File: src/rtl/game_pkg.sv
// Shared types and constants for the frame-synchronous game controller.
package game_pkg;

    typedef enum logic [1:0] {
        MENU = 2'b00,
        PLAY = 2'b01,
        OVER = 2'b10
    } game_state_t;

    typedef logic [3:0] bcd_digit_t;

    localparam logic [11:0] SCORE_MAX = 12'h999;

    // Most significant differing digit decides; valid BCD only.
    function automatic logic bcd_gt(input logic [11:0] a, input logic [11:0] b);
        logic gt;
        gt = 1'b0;
        if (a[11:8] != b[11:8]) begin
            gt = (a[11:8] > b[11:8]);
        end else if (a[7:4] != b[7:4]) begin
            gt = (a[7:4] > b[7:4]);
        end else begin
            gt = (a[3:0] > b[3:0]);
        end
        return gt;
    endfunction

endpackage

File: src/rtl/bcd_counter3.sv
// Three-digit BCD up-counter with synchronous clear, saturating at 999.
module bcd_counter3
    import game_pkg::*;
(
    input  logic        clk_i,
    input  logic        rst_i,
    input  logic        clr_i,
    input  logic        inc_i,
    output logic [11:0] count_o
);

    logic [11:0] count_q, count_d;
    bcd_digit_t  units, tens, hundreds;

    always_comb begin
        count_d  = count_q;
        units    = count_q[3:0];
        tens     = count_q[7:4];
        hundreds = count_q[11:8];
        if (clr_i) begin
            count_d = '0;
        end else if (inc_i && (count_q != SCORE_MAX)) begin
            if (units == 4'd9) begin
                units = 4'd0;
                if (tens == 4'd9) begin
                    tens     = 4'd0;
                    hundreds = hundreds + 4'd1;
                end else begin
                    tens = tens + 4'd1;
                end
            end else begin
                units = units + 4'd1;
            end
            count_d = {hundreds, tens, units};
        end
    end

    always_ff @(posedge clk_i or posedge rst_i) begin
        if (rst_i) begin
            count_q <= '0;
        end else begin
            count_q <= count_d;
        end
    end

    assign count_o = count_q;

endmodule

File: src/rtl/game_state_ctrl.sv
// Game state controller: MENU/PLAY/OVER changing only on frame_tick, plus flap/reset/score.
// Define FLAPPY_HISCORE_EN to add the hiscore_o and new_record_o outputs.
module game_state_ctrl
    import game_pkg::*;
#(
    parameter int unsigned OVER_HOLD_FRAMES = 60,
    parameter int unsigned HOLD_W           = 7
) (
    input  logic        clk_i,
    input  logic        rst_i,
    input  logic        frame_tick_i,
    input  logic        btn_i,
    input  logic        collision_i,
    input  logic        point_i,
    output logic [1:0]  state_o,
    output logic        flap_o,
    output logic        game_rst_o,
    output logic [11:0] score_o
`ifdef FLAPPY_HISCORE_EN
    ,
    output logic [11:0] hiscore_o,
    output logic        new_record_o
`endif
);

    game_state_t       state_q, state_d;
    logic              btn_q;
    logic              start_req_q, start_req_d;
    logic              over_req_q, over_req_d;
    logic              exit_req_q, exit_req_d;
    logic [HOLD_W-1:0] hold_q, hold_d;
    logic              flap_q, flap_d;
    logic              btn_rise;
    logic              score_inc;

    assign btn_rise = btn_i & ~btn_q;

    always_ff @(posedge clk_i or posedge rst_i) begin
        if (rst_i) begin
            state_q     <= MENU;
            btn_q       <= 1'b0;
            start_req_q <= 1'b0;
            over_req_q  <= 1'b0;
            exit_req_q  <= 1'b0;
            hold_q      <= '0;
            flap_q      <= 1'b0;
        end else begin
            state_q     <= state_d;
            btn_q       <= btn_i;
            start_req_q <= start_req_d;
            over_req_q  <= over_req_d;
            exit_req_q  <= exit_req_d;
            hold_q      <= hold_d;
            flap_q      <= flap_d;
        end
    end

    // A request seen on a frame_tick cycle is latched for the following tick.
    always_comb begin
        state_d     = state_q;
        start_req_d = start_req_q;
        over_req_d  = over_req_q;
        exit_req_d  = exit_req_q;
        hold_d      = hold_q;
        case (state_q)
            MENU: begin
                if (frame_tick_i && start_req_q) begin
                    state_d     = PLAY;
                    start_req_d = 1'b0;
                end else if (btn_rise) begin
                    start_req_d = 1'b1;
                end
            end
            PLAY: begin
                if (frame_tick_i && over_req_q) begin
                    state_d    = OVER;
                    over_req_d = 1'b0;
                    hold_d     = HOLD_W'(OVER_HOLD_FRAMES);
                end else if (collision_i) begin
                    over_req_d = 1'b1;
                end
            end
            OVER: begin
                if (frame_tick_i && (hold_q != '0)) begin
                    hold_d = hold_q - HOLD_W'(1);
                end
                if (frame_tick_i && exit_req_q) begin
                    state_d    = MENU;
                    exit_req_d = 1'b0;
                end else if (btn_rise && (hold_q == '0)) begin
                    exit_req_d = 1'b1;
                end
            end
            default: begin
                state_d     = MENU;
                start_req_d = 1'b0;
                over_req_d  = 1'b0;
                exit_req_d  = 1'b0;
                hold_d      = '0;
            end
        endcase
    end

    // A pending or coincident collision suppresses both flap and scoring.
    always_comb begin
        game_rst_o = (state_q == MENU) && frame_tick_i && start_req_q;
        flap_d     = (state_q == PLAY) && btn_rise && !over_req_q && !collision_i;
        score_inc  = (state_q == PLAY) && point_i && !over_req_q && !collision_i;
    end

    assign state_o = state_q;
    assign flap_o  = flap_q;

    bcd_counter3 u_score (
        .clk_i   (clk_i),
        .rst_i   (rst_i),
        .clr_i   (game_rst_o),
        .inc_i   (score_inc),
        .count_o (score_o)
    );

`ifdef FLAPPY_HISCORE_EN
    logic [11:0] hiscore_q, hiscore_d;
    logic        new_record_q, new_record_d;

    always_comb begin
        hiscore_d    = hiscore_q;
        new_record_d = new_record_q;
        if ((state_q == PLAY) && (state_d == OVER)) begin
            new_record_d = bcd_gt(score_o, hiscore_q);
            if (new_record_d) begin
                hiscore_d = score_o;
            end
        end else if (state_d != OVER) begin
            new_record_d = 1'b0;
        end
    end

    always_ff @(posedge clk_i or posedge rst_i) begin
        if (rst_i) begin
            hiscore_q    <= '0;
            new_record_q <= 1'b0;
        end else begin
            hiscore_q    <= hiscore_d;
            new_record_q <= new_record_d;
        end
    end

    assign hiscore_o    = hiscore_q;
    assign new_record_o = new_record_q;
`endif

endmodule
File: config.mk
export PLATFORM = sky130hd
export DESIGN_NAME = game_state_ctrl
export DESIGN_NICKNAME = d
export VERILOG_FILES = /design/src/rtl/game_pkg.sv /design/src/rtl/bcd_counter3.sv /design/src/rtl/game_state_ctrl.sv
export SDC_FILE = /design/constraint.sdc
export NUM_CORES = 1
export LEC_CHECK = 0
export ABC_CLOCK_PERIOD_IN_PS = 2110
export BUFFER_PORTS_ARGS = -buffer_cell sky130_fd_sc_hd__buf_2
export CORE_MARGIN = 5
export CORE_UTILIZATION = 50
export DETAILED_ROUTE_END_ITERATION = 7
export HOLD_SLACK_MARGIN = 0.15
export PLACE_DENSITY_LB_ADDON = 0.12
export REMOVE_ABC_BUFFERS = 1
export SYNTH_ARGS = -nofsm -noshare
export SYNTH_HDL_FRONTEND = slang
export SYNTH_SLANG_ARGS = --single-unit
File: constraint.sdc
create_clock -name clk_i -period 2.11 [get_ports clk_i]
set_input_delay 0.422 -clock clk_i [delete_from_list [all_inputs] [get_ports clk_i]]
set_output_delay 0.422 -clock clk_i [all_outputs]
set_load 0.005 [all_outputs]
==> results of run 1 <==
-- synth_stat cells, drive strengths merged (2+ instances only) --
cell type	number
a21boi	2
a21oi	7
a31oi	5
a41oi	2
and3	2
and3b	2
buf	2
clkbuf	3
dfrtp	26
ha	13
inv	13
mux2i	3
nand2	18
nand3	4
nand3b	5
nor2	12
nor3	4
nor4	2
o2111ai	2
o21ai	12
o2bb2ai	2
o31ai	3
or3	4
or4	2
-- kinds of logic (layout without fill, tap and decap cells) --
group / count (synthesis) / in the layout
AOI/OAI and AO/OA: 43 / 43
xor gates and xnor gates: 1 / 1
adders and majority gates: 13 / 13
buffers and inverters: 18 / 43
DFF: 26 / 26
muxes: 3 / 3
and+or+nand+nor: 62 / 62
-- flip-flops by register name (all words and copies together) (netlist names) --
register         flops
over_req_q           1
start_req_q          1
u_score.count_o     12
hold_q               7
state_o              2
btn_q                1
exit_req_q           1
flap_o               1
-- power breakdown --
part | internal (mW) | switching [mW]
clock network | 0.192 | 0.150
logic | 0.417 | 0.551
registers | 0.607 | 0.122
-- per-layer routing --
layer	GRT usage, %	part of all wire, %
met5	0	0
met4	4.57	1.8
met3	4.38	3.6
met2	26.6	46
met1	21.6	49
-- repair_timing --
action,in CTS,in global routing
endpoints found under the hold margin,26,0
buffers inserted,0,1
endpoints found under the setup margin,1,4
pin swaps,0,0
gates resized for setup,2,4
hold buffers,1,0
-- metrics by stage --
step	instance area (um^2)	worst slack [ns]	hold slack, ns	instances
global placement	1750	0.238	0.485	229
floorplan	1570	0.336	0.453	161
global route	1840	0.0258	0.171	235
finish	1840	0.145	0.200	235
CTS	1820	0.000531	0.187	234
detailed placement	1750	0.112	0.487	229
-- layout make-up --
class	instances	share of cell area (%)
clock buffers	3	1.22
clock inverters	1	1.63
inverters	13	2.65
multi-input cells	122	48.2
flip-flops and latches	26	35.4
well taps	44	2.99
repair buffers	26	7.89
-- final timing paths --
check,start,to
worst max-delay path,state_o[0],game_rst_o
worst min-delay path,btn_i,btn_q
min in group asynchronous,rst_i,u_score.count_o[7]
worst min register to register,exit_req_q,exit_req_q
worst max register to register,state_o[1],u_score.count_o[11]
max in group asynchronous,rst_i,u_score.count_o[2]
==> summary.md, run 1 <==
| Metric | Value |
|---|---|
| Iter 0 DRT Violations | `86` |
| Cell variety after synth | `46` |
| CTS root buf | `clkbuf_4` |
| Avg WL per Cell | `14.1 um` |
| Crit. End Element | `output port` |
| Reg-to-reg setup timing slack | `0.20 ns` |
| Largest family of logic cells by synthesized area | `simple AND/OR/NAND/NOR gates` |
| CTS tree | `yes` |
| Area of the mapped netlist | `0.00161 mm^2` |
| Fin crit share | `93.1%` |
| Critical path, cell by cell | `inv_2, ha_4, nand3_1, inv_2, buf_2` |
| #FFs+latches synth | `26` |
| Area fraction in compound gates after synthesis | `between 10% and 20%` |
| Top FF cell, synth | `dfrtp_1` |
| ANT cells | `0` |
| Fin Clk Skew | `about 0.025 ns` |
| Most common cell after layout, fill and taps aside | `dfrtp_1` |
| Core area | `0.00308 mm^2` |
| Unrepaired setup endpoints after global routing | `false` |
| Gr ovfl total | `0` |
| Largest net degree at the start of global routing | `27` |
| Most frequent cells in the layout | `26 x dfrtp_1, 21 x buf_2, 18 x nand2_1` |
| TNS Setup | `0 ns` |
| Area of the multi-input gates | `887 um^2` |
| Startpoint types | `register` |
| FF+latch area | `651 um^2` |
| Fillcell total | `274` |
| CP top delay family | `flip-flops` |
| Post-synth EDFFs | `0` |
| Die footprint | `0.00446 mm^2` |
| Clock period minus worst slack | `slightly below 2 ns` |
| Residual DRC count | `0` |
| Crit Path Category | `register to output port` |
| Nets | `211` |
| FMAX | `509 MHz` |
| Seq/Total Area, Yosys | `between 40 and 50%` |
| CP Depth | `5` |
| Status | `finished clean` |
| Total GRT Usage | `between 15 and 20%` |
| I/O pins | `22` |
| Slowest CP cell | `dfrtp_1` |
| Rows | `20` |
| Worst-Margin Slew | `0.545 ns` |
| Gpl congestion | `between 0.9 and 1` |
| ANT nets after route | `0` |
| Vias per cell | `between 5 and 6` |
| Adder and majority gate portion of the synthesized area | `10.1%` |
| Hold Vio Cnt, Final | `0` |
| Crit path DAT | `roughly 1.5 ns` |
| Worst slew margin | `63.4%` |
| Num CTS Buffers | `3` |
| CP bufs+invs | `3` |
| Hold depth | `1` |
| DP Wirelength | `2470 um` |
| Port Buffers | `21` |
| Clock buffer depth | `2` |
| Die Wd | `66.8 um` |
| Layout cells sized above 1 | `between 20% and 30%` |
| Number of antenna violations at the first check in global routing | `0` |
| Avg Cell Area, Syn | `9.70 um^2` |
| WP data required | `1.69 ns` |
| Die height | `66.8 um` |
| Leakage | `0.851 nW` |
| CP Max Fanout | `8` |
| Share of Yosys cell area claimed by the top area cell type | `40.4%` |
| TritonRoute pass-1 iters | `4` |
| Via count | `1306` |
| Xor and xnor fraction of the mapped netlist area | `0.544%` |
| Post-Route WL | `roughly 3300 um` |
| Finish-stage setup viols | `0` |
| Clk sinks | `26` |
| Max incr delay on CP | `0.45 ns` |
| Worst VDD drop | `slightly above 0.6 mV` |
| H-tree Lvls | `1` |
| Final Util | `59.8%` |
| Clk slew on worst S/H paths | `approximately 0.16 ns` |
| Cell mode on critical path | `inv_2` |
| YS warnings | `0` |
| Initial Util | `52.3%` |
| Power Density | `roughly 1100 mW/mm^2` |
| Top cell type by total area after synthesis | `dfrtp_1` |
| FF-to-FF path depth | `6` |
| Later-pin clock latency in the skew report | `around 0.33 ns` |
| Vias in the first global route | `1279` |
| Global-route wire length before repair | `5660 um` |
| Synth top area cells | `dfrtp_1 40%, ha_1 10%, nand2_1 4.2%` |
| Simple-gate share of the synthesized area | `roughly 22%` |
| Synthesis-to-layout area growth | `14.2%` |
| Mapped Cells | `166` |
| Max-cap viol count | `0` |
| Total power | `2.04 mW` |
| Asr flop ratio synth | `100%` |
| Mux share of post-synthesis cell area | `1.86%` |
| Tightest Hold Check Type | `input port to register` |
| Max-slew violation count | `0` |
(Power assumes the default switching activity.)
==> run 2, diff against run 1 <==
Settings changed: CORE_UTILIZATION 50 to 40.
==> run 2 against run 1 <==
- sequential cell count unchanged
- sequential power down 0.5%
- global-route usage down 3.1 points
- wire length up 0.18%
- critical endpoint unchanged
- largest power group unchanged
==> summary.md, run 2 (synthesized netlist as in run 1, its figures left out) <==
| Metric | Value |
|---|---|
| H-tree Lvls | `1 (unchanged)` |
| Worst slew margin | `64.3% (was 63.4%)` |
| Fin crit share | `91.0% (was 93.1%)` |
| CTS root buf | `clkbuf_8 (was clkbuf_4)` |
| Clock period minus worst slack | `1.92 ns (was 1.96 ns)` |
| Port Buffers | `21 (unchanged)` |
| Startpoint types | `register (unchanged)` |
| Crit. End Element | `output port (unchanged)` |
| Crit path DAT | `1.50 ns (was 1.54 ns)` |
| Max incr delay on CP | `0.43 ns (was 0.45 ns)` |
| Vias per cell | `5.37 (was 5.56)` |
| Cell mode on critical path | `inv_1 (was inv_2)` |
| Clk sinks | `26 (unchanged)` |
| FF+latch area | `651 um^2 (unchanged)` |
| Power Density | `1120 mW/mm^2 (was 1110 mW/mm^2)` |
| Largest net degree at the start of global routing | `27 (unchanged)` |
| Setup bufs post-CTS | `0 (unchanged)` |
| Avg WL per Cell | `13.7 um (was 14.1 um)` |
| Die height | `73.5 um (was 66.8 um)` |
| Status | `finished clean (unchanged)` |
| Slowest CP cell | `dfrtp_1 (unchanged)` |
| Number of antenna violations at the first check in global routing | `0 (unchanged)` |
| Finish-stage setup viols | `0 (unchanged)` |
| Fin Clk Skew | `0.0111 ns (was 0.0253 ns)` |
| CTS hold repair buffers | `0 (was 1)` |
| Post-Route WL | `3320 um (was 3310 um)` |
| TNS Setup | `0 ns (unchanged)` |
| ANT nets after route | `0 (unchanged)` |
| Non-Filler Instances | `243 (was 235)` |
| Most common cell after layout, fill and taps aside | `dfrtp_1 (unchanged)` |
| CTS tree | `yes (unchanged)` |
| Max reg flops | `12 (unchanged)` |
| Max-slew violation count | `0 (unchanged)` |
| Total GRT Usage | `13.4% (was 16.5%)` |
| Residual DRC count | `0 (unchanged)` |
| Post_cts resized | `0 (was 2)` |
| Hold Vio Cnt, Final | `0 (unchanged)` |
| Nets | `213 (was 211)` |
| Tightest Hold Check Type | `input port to async pin (was input port to register)` |
| Unrepaired setup endpoints after global routing | `false (unchanged)` |
| TritonRoute pass-1 iters | `4 (unchanged)` |
| Vias in the first global route | `1263 (was 1279)` |
| Sw Ratio | `38.9% (was 40.3%)` |
| Most frequent cells in the layout | `26 x dfrtp_1, 21 x buf_2, 18 x nand2_1 (unchanged)` |
| Area of the multi-input gates | `872 um^2 (was 887 um^2)` |
| I/O pins | `22 (unchanged)` |
| Final Util | `47.3% (was 59.8%)` |
| Part of the power in registers | `34.8% (was 35.7%)` |
| Fillcell total | `380 (was 274)` |
| Gpl congestion | `0.827 (was 0.937)` |
| Placed instance area | `0.00179 mm^2 (was 0.00175 mm^2)` |
| Layout cells sized above 1 | `21.8% (was 23.0%)` |
| ANT cells | `0 (unchanged)` |
| CP bufs+invs | `3 (unchanged)` |
| Critical path, cell by cell | `inv_1, ha_1, nand3_1, inv_1, buf_2 (was inv_2, ha_4, nand3_1, inv_2, buf_2)` |
| Clock buffer depth | `2 (unchanged)` |
| Synthesis-to-layout area growth | `15.7% (was 14.2%)` |
| Core area | `0.00394 mm^2 (was 0.00308 mm^2)` |
| Die Wd | `73.5 um (was 66.8 um)` |
| Worst VDD drop | `0.337 mV (was 0.619 mV)` |
| Iter 0 DRT Violations | `55 (was 86)` |
| Int Power | `1.27 mW (was 1.22 mW)` |
| Final Cell Area | `0.00186 mm^2 (was 0.00184 mm^2)` |
| Num CTS Buffers | `3 (unchanged)` |
| Clk slew on worst S/H paths | `0.10 ns (was 0.16 ns)` |
| Placed insts | `239 (was 229)` |
| Clock network power share | `19.8% (was 16.8%)` |
| CP top delay family | `buffers and inverters (was flip-flops)` |
| DP Wirelength | `2610 um (was 2470 um)` |
| Leakage | `0.872 nW (was 0.851 nW)` |
| NetSw | `0.812 mW (was 0.822 mW)` |
| Later-pin clock latency in the skew report | `0.27 ns (was 0.33 ns)` |
| Initial Util | `40.8% (was 52.3%)` |
| Gr ovfl total | `0 (unchanged)` |
| Crit Path Category | `register to output port (unchanged)` |
| FMAX | `521 MHz (was 509 MHz)` |
| Worst-Margin Slew | `0.530 ns (was 0.545 ns)` |
| Global-route wire length before repair | `5710 um (was 5660 um)` |
| Via count | `1305 (was 1306)` |
| WP data required | `1.69 ns (about the same)` |
| Total power | `2.09 mW (was 2.04 mW)` |
| Max-cap viol count | `0 (unchanged)` |
| Comb power frac | `45.5% (was 47.5%)` |
| Die footprint | `0.00539 mm^2 (was 0.00446 mm^2)` |
| CP Max Fanout | `6 (was 8)` |
| Rows | `23 (was 20)` |
-- run 2: changes by cell type in the layout (fill, tap and decap cells not counted), moves of 2 or more --
| cell | change |
|---|---|
| clkbuf_4 | -3 |
| buf_4 | +3 |
| clkbuf_8 | +3 |
| inv_2 | -3 |
| inv_1 | +3 |
| ha_1 | +2 |
-- run 2: area by class of cell --
cell class                 instances  share of cell area [%]
tap                               50                    3.36
sequential                        26                    34.9
clock buffer                       3                    2.22
inverter                          13                    2.62
multi-input combinational        122                    46.8
timing repair buffer              28                    8.46
clock inverter                     1                    1.61
-- run 2: worst reg2reg max path, stage by stage (launching register included) --
cell	delay (ns)
dfrtp_1	0.41
inv_1	0.14
ha_1	0.23
and4bb_4	0.32
nand4_4	0.13
or3_1	0.37
a21oi_1	0.14
-- run 2: worst paths after layout --
kind | depth (start not counted) | slack [ns] | startpoint | to
min | 3 | 0.20 | rst_i | over_req_q
max reg2reg | 6 | 0.31 | state_o[1] | u_score.count_o[11]
max | 5 | 0.19 | state_o[0] | game_rst_o
min in group clk_i | 1 | 0.27 | btn_i | btn_q
min reg2reg | 1 | 0.50 | exit_req_q | exit_req_q
max in group asynchronous | 3 | 1.65 | rst_i | hold_q[2]
-- run 2: metrics by stage --
| stage | setup WS, ns | hold slack (ns) |
|---|---|---|
| 3_3_place_gp | 0.358 | 0.482 |
| 5_1_grt | 0.0410 | 0.239 |
| 6_report | 0.190 | 0.202 |
| 4_1_cts | 0.179 | 0.218 |
| 2_1_floorplan | 0.336 | 0.453 |
| 3_5_place_dp | 0.314 | 0.482 |
-- run 2: metal layers --
layer  wire length (um)  track usage, %  vias to the layer above  part of all wire, %
met4                 48            5.43                        0                  1.4
met1               1480            16.9                      634                   45
li1                   -               -                      650                    -
met5                  0               0                        -                    0
met3                 77            2.19                        4                  2.3
met2               1710            22.5                       17                   52
-- run 2: power by group through the flow --
stage                     sequential, mW  clock, mW  combinational (mW)
final                              0.725      0.412               0.948
after global routing               0.741      0.451                1.08
after CTS                          0.722      0.429               0.957
after detailed placement           0.732          0               0.953
after global placement             0.728          0               0.949
after floorplan                    0.713          0               0.681
==> run 3, diff against run 2 <==
Settings changed: REMOVE_ABC_BUFFERS 1 to not set.
==> run 3 against run 2 <==
- worst setup slack improved by 0.0077 ns
- clock skew decreased by 0.0055 ns
- non-clock buffer count unchanged
- via count up 2.6%
- sequential share of layout area rose by 0.57 points
- clock power is 32% lower
- wire length rose by 4.3%
- highest routed layer unchanged
==> summary.md, run 3 (synthesized netlist as in run 1, its figures left out) <==
| Metric | Value |
|---|---|
| Clock buffer depth | `2 (unchanged)` |
| Nets | `213 (unchanged)` |
| Status | `finished clean (unchanged)` |
| TNS Setup | `0 ns (unchanged)` |
| Final Util | `46.5% (was 47.3%)` |
| Total GRT Usage | `13.7% (was 13.4%)` |
| Cell mode on critical path | `inv_1 (unchanged)` |
| Leakage | `0.858 nW (was 0.872 nW)` |
| H-tree Lvls | `1 (unchanged)` |
| Residual DRC count | `0 (unchanged)` |
| ANT nets after route | `0 (unchanged)` |
| CP Max Fanout | `6 (unchanged)` |
| Startpoint types | `register (unchanged)` |
| I/O pins | `22 (unchanged)` |
| CTS tree | `yes (unchanged)` |
| Max reg flops | `12 (unchanged)` |
| Later-pin clock latency in the skew report | `0.27 ns (about the same)` |
| Unrepaired setup endpoints after global routing | `false (unchanged)` |
| Avg WL per Cell | `14.3 um (was 13.7 um)` |
| Fin crit share | `90.7% (was 91.0%)` |
| CTS root buf | `clkbuf_8 (unchanged)` |
| Crit. End Element | `output port (unchanged)` |
| Crit path DAT | `1.49 ns (was 1.50 ns)` |
| Vias per cell | `5.53 (was 5.37)` |
| Clk sinks | `26 (unchanged)` |
| Most frequent cells in the layout | `26 x dfrtp_1, 21 x buf_2, 18 x nand2_1 (unchanged)` |
| Vias in the first global route | `1313 (was 1263)` |
| Num CTS Buffers | `3 (unchanged)` |
| Max-slew violation count | `0 (unchanged)` |
| Critical path, cell by cell | `inv_1, ha_1, nand3_1, inv_1, buf_2 (unchanged)` |
| Placed insts | `239 (unchanged)` |
| Worst slew margin | `63.0% (was 64.3%)` |
| Worst VDD drop | `0.424 mV (was 0.337 mV)` |
| Synthesis-to-layout area growth | `13.8% (was 15.7%)` |
| Worst-Margin Slew | `0.551 ns (was 0.530 ns)` |
| Rows | `23 (unchanged)` |
| Tightest Hold Check Type | `input port to async pin (unchanged)` |
| Iter 0 DRT Violations | `90 (was 55)` |
| Slowest CP cell | `dfrtp_1 (unchanged)` |
| Die footprint | `0.00539 mm^2 (unchanged)` |
| DP Wirelength | `2620 um (was 2610 um)` |
| Gpl congestion | `0.815 (was 0.827)` |
| Gr ovfl total | `0 (unchanged)` |
| Setup bufs post-CTS | `0 (unchanged)` |
| Die Wd | `73.5 um (unchanged)` |
| Hold Vio Cnt, Final | `0 (unchanged)` |
| Port Buffers | `21 (unchanged)` |
| TritonRoute pass-1 iters | `5 (was 4)` |
| Finish-stage setup viols | `0 (unchanged)` |
| Post_cts resized | `0 (unchanged)` |
| FMAX | `523 MHz (was 521 MHz)` |
| Initial Util | `40.8% (unchanged)` |
| Post-Route WL | `3460 um (was 3320 um)` |
| ANT cells | `0 (unchanged)` |
| WP data required | `1.69 ns (about the same)` |
| Crit Path Category | `register to output port (unchanged)` |
| Layout cells sized above 1 | `21.4% (was 21.8%)` |
| Power Density | `1080 mW/mm^2 (was 1120 mW/mm^2)` |
| Global-route wire length before repair | `5780 um (was 5710 um)` |
| Max incr delay on CP | `0.42 ns (was 0.43 ns)` |
| Core area | `0.00394 mm^2 (unchanged)` |
| Clock period minus worst slack | `1.91 ns (was 1.92 ns)` |
| Max-cap viol count | `0 (unchanged)` |
| Via count | `1339 (was 1305)` |
| Fin Clk Skew | `0.00561 ns (was 0.0111 ns)` |
| Most common cell after layout, fill and taps aside | `dfrtp_1 (unchanged)` |
| Clk slew on worst S/H paths | `0.09 ns (was 0.10 ns)` |
| Number of antenna violations at the first check in global routing | `0 (unchanged)` |
| CTS hold repair buffers | `0 (unchanged)` |
| Die height | `73.5 um (unchanged)` |
| Non-Filler Instances | `242 (was 243)` |
| Synthesized Nets | `about 190` |
| Largest net degree at the start of global routing | `27 (unchanged)` |
| Total power | `1.97 mW (was 2.09 mW)` |
-- run 3: path summary, 6_finish.rpt --
path / startpoint / end / slack (ns) / cells past startpoint
worst max-delay path: state_o[0] / game_rst_o / 0.20 / 5
worst min-delay path: rst_i / u_score.count_o[11] / 0.20 / 3
max in group asynchronous: rst_i / exit_req_q / 1.65 / 3
min in group clk_i: btn_i / btn_q / 0.27 / 1
worst min register to register: exit_req_q / exit_req_q / 0.50 / 1
worst max register to register: state_o[1] / u_score.count_o[11] / 0.29 / 6
-- run 3: final cells by class --
cell class                 instances  area, um^2
fill                             383        2110
multi-input combinational        122         872
sequential                        26         651
timing repair buffer              28         158
tap                               50        62.6
inverter                          13        48.8
clock buffer                       3        41.3
-- run 3: power by group --
group / total [mW] / switching (mW) / internal [mW]
Clock: 0.282 / 0.154 / 0.128
Sequential: 0.725 / 0.117 / 0.608
Combinational: 0.967 / 0.554 / 0.413
Total: 1.97 / 0.824 / 1.15
-- run 3: stage by stage --
stage / hold WS [ns] / cell area (um^2) / setup WS [ns]
3_5_place_dp: 0.487 / 1790 / 0.300
2_1_floorplan: 0.453 / 1610 / 0.367
5_1_grt: 0.252 / 1830 / 0.0729
4_1_cts: 0.213 / 1830 / 0.172
6_report: 0.202 / 1830 / 0.197
3_3_place_gp: 0.481 / 1790 / 0.365
-- run 3: critical path: cells and delay by family (launching register included) --
kind / cells / cell delay, ns
flops: 1 / 0.42
buf+inv: 3 / 0.47
fa+ha+maj: 1 / 0.21
simple gates: 1 / 0.12
-- run 3: metal layers --
metal | track usage, % | vias to the layer above | wire length [um]
met5 | 0 | - | 0
li1 | - | 659 | -
met4 | 3.62 | 0 | 34
met2 | 25.0 | 20 | 1790
met1 | 15.7 | 656 | 1520
met3 | 3.42 | 4 | 118
